==> config.mk <==
export PLATFORM = sky130hd
export DESIGN_NAME = memory_arbiter
export DESIGN_NICKNAME = d
export VERILOG_FILES = /design/src/rtl/memory_arbiter_pkg.sv /design/src/rtl/memory_arbiter_arb_pick.sv /design/src/rtl/memory_arbiter.sv
export SDC_FILE = /design/constraint.sdc
export NUM_CORES = 1
export LEC_CHECK = 0
export CORE_AREA = 2 2 101 103
export DETAILED_ROUTE_END_ITERATION = 10
export DIE_AREA = 0 0 103 105
export GPL_ROUTABILITY_DRIVEN = 0
export PLACE_DENSITY_LB_ADDON = 0.05
export SLEW_MARGIN = 20
export SYNTH_ARGS = -nofsm -noshare
export SYNTH_HDL_FRONTEND = slang
export SYNTH_SLANG_ARGS = --single-unit
==> constraint.sdc <==
create_clock -name CLK -period 5.25 [get_ports CLK]
set_input_delay 1.575 -clock CLK [delete_from_list [all_inputs] [get_ports CLK]]
set_output_delay 1.575 -clock CLK [all_outputs]
set_load 0.02 [all_outputs]
==> src/rtl/memory_arbiter_pkg.sv <==
// Shared types and constants for the two-port memory arbiter.
package memory_arbiter_pkg;

  localparam int unsigned ADDR_W_DEF = 6;
  localparam int unsigned DATA_W_DEF = 32;
  localparam int unsigned GRANT_W    = 2;

  localparam logic [GRANT_W-1:0] GRANT_NONE = 2'b00;
  localparam logic [GRANT_W-1:0] GRANT_I    = 2'b01;
  localparam logic [GRANT_W-1:0] GRANT_D    = 2'b10;

  typedef enum logic [1:0] {
    IDLE  = 2'd0,
    ISSUE = 2'd1,
    WAIT  = 2'd2,
    DONE  = 2'd3
  } state_e;

endpackage

==> src/rtl/memory_arbiter_arb_pick.sv <==
// Combinational two-request picker for the memory arbiter.
// MEMORY_ARBITER_RR_EN selects round-robin on collisions; otherwise the data
// cache always wins.
module arb_pick
  import memory_arbiter_pkg::*;
(
  input  logic               i_req_i,
  input  logic               i_req_d,
  input  logic               i_last_i,
  output logic [GRANT_W-1:0] o_winner_c
);

`ifdef MEMORY_ARBITER_RR_EN
  // On a collision the port that was not served last wins
  always_comb begin
    o_winner_c = GRANT_NONE;
    if (i_req_i && i_req_d) begin
      o_winner_c = i_last_i ? GRANT_D : GRANT_I;
    end else if (i_req_d) begin
      o_winner_c = GRANT_D;
    end else if (i_req_i) begin
      o_winner_c = GRANT_I;
    end
  end
`else
  logic w_unused_last;
  assign w_unused_last = i_last_i;

  // Fixed priority: data cache first
  always_comb begin
    o_winner_c = GRANT_NONE;
    if (i_req_d) begin
      o_winner_c = GRANT_D;
    end else if (i_req_i) begin
      o_winner_c = GRANT_I;
    end
  end
`endif

endmodule

==> src/rtl/memory_arbiter.sv <==
// Arbiter sharing one block memory between the instruction and data caches.
// Optional round-robin collision policy: define MEMORY_ARBITER_RR_EN.
module memory_arbiter
  import memory_arbiter_pkg::*;
#(
  parameter int unsigned ADDR_W = ADDR_W_DEF,
  parameter int unsigned DATA_W = DATA_W_DEF
) (
  input  logic              CLK,
  input  logic              RESET,
  input  logic              I_READ,
  input  logic [ADDR_W-1:0] I_ADDRESS,
  output logic [DATA_W-1:0] I_READDATA,
  output logic              I_BUSYWAIT,
  input  logic              D_READ,
  input  logic              D_WRITE,
  input  logic [ADDR_W-1:0] D_ADDRESS,
  input  logic [DATA_W-1:0] D_WRITEDATA,
  output logic [DATA_W-1:0] D_READDATA,
  output logic              D_BUSYWAIT,
  output logic              MEM_READ,
  output logic              MEM_WRITE,
  output logic [ADDR_W-1:0] MEM_ADDRESS,
  output logic [DATA_W-1:0] MEM_WRITEDATA,
  input  logic [DATA_W-1:0] MEM_READDATA,
  input  logic              MEM_BUSYWAIT,
  output logic [1:0]        GRANT
);

  state_e             r_state;
  state_e             w_state_next;
  logic               w_load;
  logic               w_finish;
  logic               w_req_i;
  logic               w_req_d;
  logic               w_last_i;
  logic [GRANT_W-1:0] w_winner;
  logic [GRANT_W-1:0] r_grant;
  logic               r_mem_read;
  logic               r_mem_write;
  logic [ADDR_W-1:0]  r_mem_addr;
  logic [DATA_W-1:0]  r_mem_wdata;
  logic [DATA_W-1:0]  r_i_rdata;
  logic [DATA_W-1:0]  r_d_rdata;
  logic               w_done_i;
  logic               w_done_d;

  assign w_req_i = I_READ;
  assign w_req_d = D_READ | D_WRITE;

  arb_pick u_arb_pick (
    .i_req_i    (w_req_i),
    .i_req_d    (w_req_d),
    .i_last_i   (w_last_i),
    .o_winner_c (w_winner)
  );

  // State register
  always_ff @(posedge CLK or negedge RESET) begin
    if (!RESET) begin
      r_state <= IDLE;
    end else begin
      r_state <= w_state_next;
    end
  end

  // Next state plus load/finish strobes for the datapath
  always_comb begin
    w_state_next = r_state;
    w_load       = 1'b0;
    w_finish     = 1'b0;
    case (r_state)
      IDLE: begin
        if (w_winner != GRANT_NONE) begin
          w_load       = 1'b1;
          w_state_next = ISSUE;
        end
      end
      ISSUE: begin
        if (MEM_BUSYWAIT) begin
          w_state_next = WAIT;
        end
      end
      WAIT: begin
        if (!MEM_BUSYWAIT) begin
          w_finish     = 1'b1;
          w_state_next = DONE;
        end
      end
      DONE:    w_state_next = IDLE;
      default: w_state_next = IDLE;
    endcase
  end

  // Owner, command, address and write-data registers
  always_ff @(posedge CLK or negedge RESET) begin
    if (!RESET) begin
      r_grant     <= GRANT_NONE;
      r_mem_read  <= 1'b0;
      r_mem_write <= 1'b0;
      r_mem_addr  <= '0;
      r_mem_wdata <= '0;
    end else begin
      if (w_load) begin
        r_grant <= w_winner;
        if (w_winner == GRANT_D) begin
          r_mem_addr  <= D_ADDRESS;
          r_mem_wdata <= D_WRITEDATA;
          r_mem_write <= D_WRITE;
          r_mem_read  <= ~D_WRITE;
        end else begin
          r_mem_addr  <= I_ADDRESS;
          r_mem_write <= 1'b0;
          r_mem_read  <= 1'b1;
        end
      end
      if (w_finish) begin
        r_mem_read  <= 1'b0;
        r_mem_write <= 1'b0;
      end
      if (r_state == DONE) begin
        r_grant <= GRANT_NONE;
      end
    end
  end

  // Per-port read data, updated only when a read for that port completes
  always_ff @(posedge CLK or negedge RESET) begin
    if (!RESET) begin
      r_i_rdata <= '0;
      r_d_rdata <= '0;
    end else if (w_finish && r_mem_read) begin
      if (r_grant == GRANT_I) begin
        r_i_rdata <= MEM_READDATA;
      end else begin
        r_d_rdata <= MEM_READDATA;
      end
    end
  end

`ifdef MEMORY_ARBITER_RR_EN
  logic r_last_i;

  // Remember which port finished last for round-robin
  always_ff @(posedge CLK or negedge RESET) begin
    if (!RESET) begin
      r_last_i <= 1'b1;
    end else if (w_finish) begin
      r_last_i <= (r_grant == GRANT_I);
    end
  end

  assign w_last_i = r_last_i;
`else
  assign w_last_i = 1'b1;
`endif

  // Requesters stall until their own DONE cycle; forced low in reset
  assign w_done_i   = (r_state == DONE) && (r_grant == GRANT_I);
  assign w_done_d   = (r_state == DONE) && (r_grant == GRANT_D);
  assign I_BUSYWAIT = RESET & w_req_i & ~w_done_i;
  assign D_BUSYWAIT = RESET & w_req_d & ~w_done_d;

  assign I_READDATA    = r_i_rdata;
  assign D_READDATA    = r_d_rdata;
  assign MEM_READ      = r_mem_read;
  assign MEM_WRITE     = r_mem_write;
  assign MEM_ADDRESS   = r_mem_addr;
  assign MEM_WRITEDATA = r_mem_wdata;
  assign GRANT         = r_grant;

endmodule

==> impl_metrics.csv, run 1 <==
group,metric,value,unit
setup_path,crit_path_end_kind,"primary output",
floorplan,die_h,105,um
power_and_ir_drop,peakVddDrop,0.319,mV
timing,hold_viol,0,
placement,dp_hpwl,7050,um
clocking,clock_path_buffers,2,
route,vias,2903,
global_routing,grt_max_degree,77,
yosys,synth_area_per_cell,15.9,um2
route,wl,9630,um
global_routing,grt_pass1_wl,15600,um
placement,port_buffers,189,
timing,relSlewSlack,0.361,
clocking,clk_latency,0.36,ns
yosys,syn-cell-area,4260,um2
setup_path,startpoint_type,"input port",
timing,worst_pin_slew,0.959,ns
clocking,htreeDepth,3,
yosys,yosysTopAreaCell,"dfrtp_1",
finish,mostFrequentLayoutCells,"clkdlybuf4s50_1, dfrtp_1, mux2_2",
power_and_ir_drop,power,3.96,mW
finish,final_layout_size_suffix_gt1_frac,0.262,
finish,area_growth,51.7,%
clocking,cts_root_buf,"clkbuf_8",
route,first_pass_iters,4,
clocking,cts_sinks,108,
floorplan,initial_utilization,0.442,
finish,num_antenna_cells,0,
timing,setup_violations,0,
timing,post-route-period-util,0.896,
route,drc,0,
finish,post-route-util,0.670,
timing,setup_tns,0,ns
setup_path,cpMostUsedCell,"clkdlybuf4s50_1",
setup_path,arrival,3.13,ns
clocking,hold_buffers,0,
clocking,post_cts_buffers,0,
run,cap_violations,0,
clocking,postCtsResizedCells,0,
yosys,yosysWarnings,0,
route,ant_nets,0,
setup_path,cp_top_family,"buffers and inverters",
timing,final-max-slew-violation-count,0,
power_and_ir_drop,power_density,612,nW/um2
yosys,yosysTopAreaCellShare,0.635,
global_routing,grt_pass1_vias,3122,
yosys,seq_area_frac_synth,0.635,
floorplan,std_cell_rows,36,
timing,rsz0062_at_grt,"false",
yosys,ys_types,26,
yosys,syn-instance-count,268,
finish,final_nets,547,
global_routing,overflow,0,
floorplan,die_w,103,um
clocking,cts_tree,"yes",
setup_path,slowest_delay,0.63,ns
route,dr.first_iter.drc_count,73,
floorplan,coreArea,9640,um2
setup_path,r2r-start,"r_state[0]",
route,wl_per_cell,16.1,um
setup_path,slowest_stage,"clkdlybuf4s50_1",
setup_path,path_max_fanout,6,
timing,clock_skew,0.0132,ns
outcome,status,"finished, final reports clean",
power_and_ir_drop,leakage,2.79,nW
yosys,yosys_register_bits,108,
hold_path,hold_start,"MEM_ADDRESS[4]",
clocking,cts_made_buffers,9,
setup_path,worstPathCellList,"clkdlybuf4s50_1 -> o21ai_0 -> a31oi_1 -> clkdlybuf4s50_1",
route,avgViaCountPerCell,4.85,
clocking,clkTransAtPathRegs,0.10,ns
floorplan,die-area,10800,um2
finish,final_common_cell,"clkdlybuf4s50_1",
global_routing,antenna_found_initial,0,
setup_path,critPathBufInv,2,
setup_path,timing.critical_path.from,"D_WRITE",
yosys,synthesis.nets,354,
hold_path,hold_class,"register to register",
setup_path,timing_worst_setup_path_type,"input port to primary output",
floorplan,ios,190,
timing,fmax,0.213,GHz
yosys,synth_top_cells_by_area,"dfrtp_1, mux2_2, mux2i_1",
global_routing,grt_usage,0.185,
timing,period_minus_slack,4.70,ns
setup_path,critPathRequiredTime,3.68,ns
synth_stat cells:
| cell type | instances |
|---|---|
| clkbuf_2 | 1 |
| buf_2 | 2 |
| mux2i_1 | 6 |
| buf_6 | 5 |
| mux2_2 | 93 |
| a22oi_1 | 1 |
| o32a_1 | 1 |
| nor2_2 | 2 |
| a21oi_1 | 2 |
| ha_1 | 4 |
| nor2_1 | 1 |
| o31ai_1 | 1 |
| buf_4 | 4 |
| a221oi_1 | 1 |
| nor2b_1 | 4 |
| mux2_1 | 4 |
| nand3b_4 | 1 |
| nor3_4 | 1 |
| a221oi_2 | 1 |
| o21ai_0 | 8 |
| dfrtp_1 | 108 |
| inv_1 | 5 |
| a211oi_1 | 1 |
| o21ai_2 | 1 |
| a31oi_1 | 1 |
| nand2_1 | 9 |
per-stage QoR:
stage | instance area, um2 | hold slack (ns) | setup WS [ns] | cells
floorplan | 4260 | 0.528 | 1.48 | 268
finish | 6460 | 0.486 | 0.548 | 599
CTS | 6460 | 0.494 | 0.581 | 599
global placement | 6250 | 0.466 | 0.613 | 583
global route | 6460 | 0.524 | 0.498 | 599
detailed placement | 6250 | 0.469 | 0.594 | 583
cells by family after synthesis:
kind of cell               after synthesis  share of synthesized area
and+or+nand+nor                         18                     0.0262
AOI/OAI and AO/OA                       18                     0.0285
muxes                                  103                      0.271
buffers and inverters                   17                     0.0282
adders and majority gates                4                     0.0118
DFF                                    108                      0.635
where the power goes:
part | switching [mW] | leakage [nW] | total, mW | internal, mW
combinational | 0.934 | 1.34 | 2.01 | 1.08
clock | 0.281 | 0.104 | 0.519 | 0.238
sequential | 0.199 | 1.34 | 1.43 | 1.23
state kept, by name, indices dropped and copies added (netlist names):
register and flops:
I_READDATA 32, D_READDATA 32, MEM_WRITE 1, MEM_ADDRESS 6, r_state 2, MEM_WRITEDATA 32
GRANT 2, MEM_READ 1
worst paths after layout:
check	to	slack (ns)	depth (start not counted)
max in group asynchronous	D_READDATA[21]	3.15	2
min in group asynchronous	MEM_ADDRESS[2]	1.25	2
max reg2reg	I_READDATA[0]	3.29	6
min reg2reg	MEM_ADDRESS[4]	0.49	2
max	D_BUSYWAIT	0.55	4
min	MEM_ADDRESS[4]	0.49	2
worst register-to-register path, delay by kind of cell, from the launching register on:
family | cells | cell delay, ns
adders and majority gates | 1 | 0.28
buffers and inverters | 2 | 0.50
DFF | 1 | 0.42
muxes | 1 | 0.42
and+or+nand+nor | 2 | 0.23
layout make-up:
cell class | count | area, um2
fill | 747 | 3180
sequential | 108 | 2700
timing repair buffer | 194 | 1930
multi-input combinational | 143 | 1440
tap | 133 | 166
clock buffer | 10 | 138
clock inverter | 6 | 68.8
inverter | 5 | 18.8
metal layers:
| layer | part of all wire | track usage | routed length, um |
|---|---|---|---|
| met1 | 0.39 | 0.213 | 3750 |
| met3 | 0.089 | 0.0709 | 856 |
| met2 | 0.51 | 0.320 | 4910 |
| met5 | 0 | 0 | 0 |
| met4 | 0.011 | 0.0479 | 105 |
(Power assumes the default switching activity.)
==> inputs of run 2 (changes only) <==
--- a/config.mk
+++ b/config.mk
@@ -8,8 +8,8 @@
 export CORE_AREA = 2 2 101 103
 export DETAILED_ROUTE_END_ITERATION = 10
 export DIE_AREA = 0 0 103 105
-export GPL_ROUTABILITY_DRIVEN = 0
 export PLACE_DENSITY_LB_ADDON = 0.05
+export SETUP_SLACK_MARGIN = 0.3
 export SLEW_MARGIN = 20
 export SYNTH_ARGS = -nofsm -noshare
 export SYNTH_HDL_FRONTEND = slang
==> results of run 2 <==
The final DEF is identical to that of run 1; final timing and power are the same.
==> inputs of run 3 (changes only) <==
--- a/config.mk
+++ b/config.mk
@@ -5,10 +5,11 @@
 export SDC_FILE = /design/constraint.sdc
 export NUM_CORES = 1
 export LEC_CHECK = 0
-export CORE_AREA = 2 2 101 103
+export ABC_AREA = 1
+export CORE_AREA = 2 2 104 106
 export DETAILED_ROUTE_END_ITERATION = 10
-export DIE_AREA = 0 0 103 105
-export PLACE_DENSITY_LB_ADDON = 0.05
+export DIE_AREA = 0 0 106 108
+export PLACE_DENSITY = 0.95
 export SETUP_SLACK_MARGIN = 0.3
 export SLEW_MARGIN = 20
 export SYNTH_ARGS = -nofsm -noshare
==> constraint.sdc (replaced) <==
create_clock -name CLK -period 5.25 [get_ports CLK]
set_input_delay 1.575 -clock CLK [delete_from_list [all_inputs] [get_ports CLK]]
set_output_delay 1.575 -clock CLK [all_outputs]
set_load 0.05 [all_outputs]
==> impl_metrics.csv, run 3 <==
group,metric,value,unit
yosys,synthTopCellsByCount,"nand2_1, dfrtp_1, inv_1",
finish,area_growth,43.8,%
finish,layout.area.seq,2700,um2
yosys,yosysTopAreaCell,"dfrtp_1",
finish,final_common_cell,"clkdlybuf4s50_1",
floorplan,die_w,106,um
route,ant_nets,0,
clocking,cts_sinks,108,
finish,final_layout_size_suffix_gt1_frac,0.129,
floorplan,initial_utilization,0.465,
timing,whs,0.483,ns
setup_path,critPathRequiredTime,3.68,ns
yosys,synth_mux_area_frac,0,
power_and_ir_drop,internal_power,2.22,mW
yosys,synthArstFlopShare,1.00,
floorplan,ios,190,
placement,dp_hpwl,8910,um
clocking,cts_tree,"yes",
setup_path,r2r_slack,2.72,ns
global_routing,grt_pass1_wl,19400,um
power_and_ir_drop,pwr-share-clk,0.107,
timing,final-max-slew-violation-count,0,
floorplan,die_h,108,um
yosys,syn-cell-area,4750,um2
finish,mostFrequentLayoutCells,"clkdlybuf4s50_1, nand2_1, dfrtp_1",
yosys,seq_area_frac_synth,0.568,
global_routing,antenna_found_initial,0,
clocking,clock_path_buffers,2,
yosys,synth-simple-area-share,0.244,
clocking,postCtsResizedCells,0,
yosys,synth_edf_count,0,
setup_path,startpoint_type,"input port",
power_and_ir_drop,power_density,654,nW/um2
timing,worst_pin_slew,0.782,ns
timing,setup_violations,0,
clocking,post_cts_buffers,0,
clocking,cts_root_buf,"clkbuf_8",
yosys,yosys_register_bits,108,
power_and_ir_drop,power,4.47,mW
power_and_ir_drop,power.switching,2.26,mW
power_and_ir_drop,power_frac_seq,0.310,
setup_path,worstPathCellList,"clkdlybuf4s50_1 -> o211ai_1 -> inv_1 -> clkdlybuf4s50_1",
global_routing,grt_usage,0.213,
yosys,synth_fa_ha_area_frac,0.0105,
setup_path,crit_path_end_kind,"primary output",
yosys,synth_area_per_cell,9.23,um2
global_routing,overflow,0,
timing,clock_skew,0.0119,ns
setup_path,slowest_delay,0.79,ns
route,dr.first_iter.drc_count,223,
timing,period_minus_slack,4.67,ns
yosys,yosysTopAreaCellShare,0.568,
route,first_pass_iters,4,
yosys,yosysWarnings,0,
outcome,status,"finished, final reports clean",
yosys,synth_compound_area_frac,0.0976,
route,avgViaCountPerCell,4.86,
power_and_ir_drop,peakVddDrop,0.598,mV
setup_path,cp_top_family,"buffers and inverters",
hold_path,hold_class,"register to register",
yosys,synth_xor_area_frac,0,
route,wl,12100,um
finish,fillers,810,
floorplan,std_cell_rows,37,
setup_path,path_max_fanout,4,
power_and_ir_drop,swShare,0.504,
timing,post-route-period-util,0.889,
clocking,hold_buffers,0,
finish,final_nets,780,
timing,setup_tns,0,ns
power_and_ir_drop,leakage,3.38,nW
setup_path,cpMostUsedCell,"clkdlybuf4s50_1",
yosys,synth_most_common_cell,"nand2_1",
timing,rsz0062_at_grt,"false",
global_routing,grt_max_degree,59,
setup_path,slowest_stage,"clkdlybuf4s50_1",
placement,gp_congestion,0.757,
finish,num_antenna_cells,0,
yosys,synthFlopType,"dfrtp_1",
yosys,syn-instance-count,515,
finish,multiInputGateArea,1680,um2
setup_path,critPathBufInv,3,
yosys,synth_top_cells_by_area,"dfrtp_1, nand2_1, o21ai_2",
route,vias,4051,
yosys,synthesis.nets,601,
route,drc,0,
yosys,synth_top_family_by_area,"simple AND/OR/NAND/NOR gates",
setup_path,timing_worst_setup_path_type,"input port to primary output",
placement,port_buffers,189,
floorplan,die-area,11400,um2
timing,relSlewSlack,0.478,
route,wl_per_cell,14.6,um
global_routing,grt_pass1_vias,4173,
power_and_ir_drop,combPwrFrac,0.583,
clocking,cts_made_buffers,9,
setup_path,arrival,3.09,ns
timing,fmax,0.214,GHz
yosys,ys_types,23,
timing,hold_viol,0,
clocking,clkTransAtPathRegs,0.10,ns
clocking,htreeDepth,3,
clocking,clk_latency,0.35,ns
floorplan,coreArea,10200,um2
run,cap_violations,0,
run 3: cell types whose count changed after synthesis, sizes merged, moves of 6 or more:
cell and delta:
buf +11, mux2 -97, inv +41, o21ai +55
mux2i -6, nand2 +208, nand3 +38
run 3: cell families after synthesis:
family,after synthesis
AO/OA/AOI/OAI,68
adder cells (fa/ha/maj),4
buffers and inverters,72
flip-flops,108
AND/OR/NAND/NOR,263
run 3: power groups by stage:
stage | registers [mW] | clock network (mW) | logic [mW]
CTS | 1.39 | 0.493 | 2.63
global route | 1.42 | 0.526 | 2.75
finish | 1.38 | 0.479 | 2.61
detailed placement | 1.40 | 0 | 2.63
floorplan | 2.48 | 0 | 0.635
global placement | 1.38 | 0 | 2.56
run 3: worst min-delay path, cell delays in order (launching register included):
cell and delay, ns:
dfrtp_1 0.36, nand2_1 0.05, nand2_1 0.05
run 3: area by class of cell:
cell class | count | area share
clock inverter | 4 | 0.00768
inverter | 46 | 0.0252
multi-input combinational | 335 | 0.245
sequential | 108 | 0.395
timing repair buffer | 194 | 0.283
clock buffer | 10 | 0.0187
tap | 136 | 0.0249
run 3: per-stage QoR:
stage                     cells  setup slack [ns]  area [um2]   util
after floorplan             515             0.998        4750      -
after global placement      819             0.620        6660  0.651
after detailed placement    819             0.594        6660  0.651
after CTS                   833             0.582        6840  0.668
after global routing        833             0.522        6840  0.668
final                       833             0.583        6840  0.668
run 3: layer usage:
metal,GRT usage,share of wire
met5,0,0
met4,0.0780,0.022
met3,0.0506,0.056
met2,0.379,0.52
met1,0.253,0.40
run 3: final timing paths:
kind,start,end,depth (start not counted)
worst max-delay path,I_READ,I_BUSYWAIT,4
worst min-delay path,MEM_WRITEDATA[1],MEM_WRITEDATA[1],2
worst max register to register,r_state[0],I_READDATA[28],6
worst min register to register,MEM_WRITEDATA[1],MEM_WRITEDATA[1],2
max in group asynchronous,RESET,I_READDATA[12],3
min in group asynchronous,RESET,MEM_WRITEDATA[23],2
==> patch: new RTL, config.mk and constraints of run 2 <==
The 4 states of `state_e` get a one-hot encoding in 4 bits.
--- a/src/rtl/memory_arbiter_pkg.sv
+++ b/src/rtl/memory_arbiter_pkg.sv
@@ -11,7 +11,7 @@
 
-  typedef enum logic [1:0] {
-    IDLE  = 2'd0,
-    ISSUE = 2'd1,
-    WAIT  = 2'd2,
-    DONE  = 2'd3
+  typedef enum logic [3:0] {
+    IDLE  = 4'b0001,
+    ISSUE = 4'b0010,
+    WAIT  = 4'b0100,
+    DONE  = 4'b1000
   } state_e;
Check against the original RTL: no difference found for any inputs over 10 cycles, from zero or initial values and one cycle with RESET low; not proved beyond that.
==> patch against run 2 <==
Final area is 1.7% higher. Total power fell by 15%. Worst setup slack lost 55 ps. Combinational power shrank 20%. Synthesized cell count is 4.5% higher. Sequential cell count grew 2. Utilization increased by 1.2 points. Routed wire length grew 6.1%. Synthesized area grew 4.7%. Critical path type unchanged. Critical endpoint unchanged.
==> patch: results (changes against run 2) <==
run_status: "complete, no violations"
grt_pass1_vias: 3071  # -1.6%
p_leak_nw: 2.95  # +5.8%
met1_usage_pct: 24.2  # +2.8 points
vias_per_cell: 4.95  # +2.1%
root_buffer: "clkbuf_8"
path_clk_slew_ps: 100  # about the same
grt_max_degree: 67  # -13%
netlist_instances: 280  # +4.5%
cts_setup_buffers: 0  # unchanged
layout-drive-gt1-share_pct: 22.9  # -3.3 points
dpl.hpwl_um: 7410  # +5.2%
antenna_found_initial: 0  # unchanged
postRouteWirelength_um: 10200  # +6.1%
critPathMaxFanout: 10  # +4
gp_congestion: 0.820  # -1.6%
ys_seq_area_share_pct: 61.8  # -1.7 points
met3_usage_pct: 6.29  # -0.80 points
synthTopCellsByCount: "109 x dfrtp_1, 58 x mux2_2, 28 x mux2_4, 10 x mux2_1, 8 x buf_2"
fillers: 778  # +4.1%
grt_pass1_wl_um: 16000  # +2.1%
postRouteAntennaNets: 0  # unchanged
fin_skew_ps: 14.8  # +1.64 ps
drt_iter0_markers: 70  # -4.1%
cts_resized: 0  # unchanged
grt_use_total_pct: 19.1  # +0.57 points
critical-path-max-stage-delay_ps: 660  # +30 ps
vias: 2989  # +3.0%
hold_class: "reg -> reg"
peakVddDrop_uv: 278  # -13%
met2_usage_pct: 30.4  # -1.5 points
nNetsFinal: 549  # +0.37%
insertion_delay_ps: 360  # about the same
synthDistinctLibCells: 36  # +38%
worstMarginPinSlew_ps: 819  # -140 ps
cp.arrival_ps: 3180  # +50 ps
slowest_stage: "clkdlybuf4s50_1"
ys_warn_count: 0  # unchanged
dp.cells: 589  # +1.0%
synthTopCellsByArea: "dfrtp_1 61%, mux2_2 15%, mux2_4 9.4%"
syn-num-nets: 362  # +2.3%
-- patch: cell types whose count changed in the layout (fill, tap and decap cells not counted), sizes merged, moves of 3 or more --
cell and change:
nand2 -5, o21ai -6, o2bb2ai +6, o21a +6, a31oi +6, nor4b +3, mux2i -6, inv -4
nor2 +3, ha -4
-- patch: routing by layer --
| layer | vias to the layer above | routed length, µm | part of all wire [%] |
|---|---|---|---|
| met5 | - | 0 | 0 |
| li1 | 1371 | - | - |
| met1 | 1492 | 4320 | 42 |
| met2 | 110 | 4910 | 48 |
| met3 | 16 | 769 | 7.5 |
| met4 | 0 | 215 | 2.1 |
-- patch: path summary, 6_finish.rpt --
path / start / to / slack [ps] / cells past startpoint
hold / removal: MEM_WRITEDATA[1] / MEM_WRITEDATA[1] / 500 / 1
min in group asynchronous: RESET / MEM_ADDRESS[3] / 1330 / 2
setup reg to reg: r_state[0] / MEM_WRITEDATA[0] / 2740 / 3
max in group asynchronous: RESET / MEM_WRITEDATA[31] / 2690 / 3
hold reg to reg: MEM_WRITEDATA[1] / MEM_WRITEDATA[1] / 500 / 1
setup / recovery: D_WRITE / D_BUSYWAIT / 490 / 4
-- patch: worst reg2reg max path: stages, from the launching register on --
cell,delay [ps]
dfstp_2,630
or4b_1,690
nor2_8,680
mux2_1,420
-- patch: layout make-up --
class / count / area (µm²) / share of cell area [%]
sequential: 110 / 2750 / 41.9
timing repair buffer: 193 / 1920 / 29.2
multi-input combinational: 150 / 1560 / 23.7
tap: 133 / 166 / 2.53
clock buffer: 10 / 128 / 1.94
clock inverter: 5 / 35.0 / 0.533
inverter: 3 / 11.3 / 0.171
-- patch: logic make-up (layout without fill, tap and decap cells) --
kind of cell              Yosys count  count (layout)  share of synthesized area, %
AOI/OAI and AO/OA                  28              28                          4.46
xor gates and xnor gates            1               1                         0.196
buffers and inverters              20             211                          3.25
DFF                               110             110                          61.8
muxes                              96              96                          26.6
and+or+nand+nor                    25              25                          3.73
-- patch: power breakdown --
part | internal, mW | switching (mW)
Clock | 0.171 | 0.270
Combinational | 0.889 | 0.718
Sequential | 1.14 | 0.176
-- patch: through the flow --
| stage | power (mW) | area, µm² | utilization, % | worst slack (ps) |
|---|---|---|---|---|
| after global routing | 3.55 | 6570 | 68.2 | 393 |
| after floorplan | 2.25 | 4460 | - | 1320 |
| after CTS | 3.41 | 6570 | 68.2 | 493 |
| final | 3.36 | 6570 | 68.2 | 493 |
| after global placement | 2.92 | 6410 | 66.5 | 551 |
| after detailed placement | 2.95 | 6410 | 66.5 | 513 |
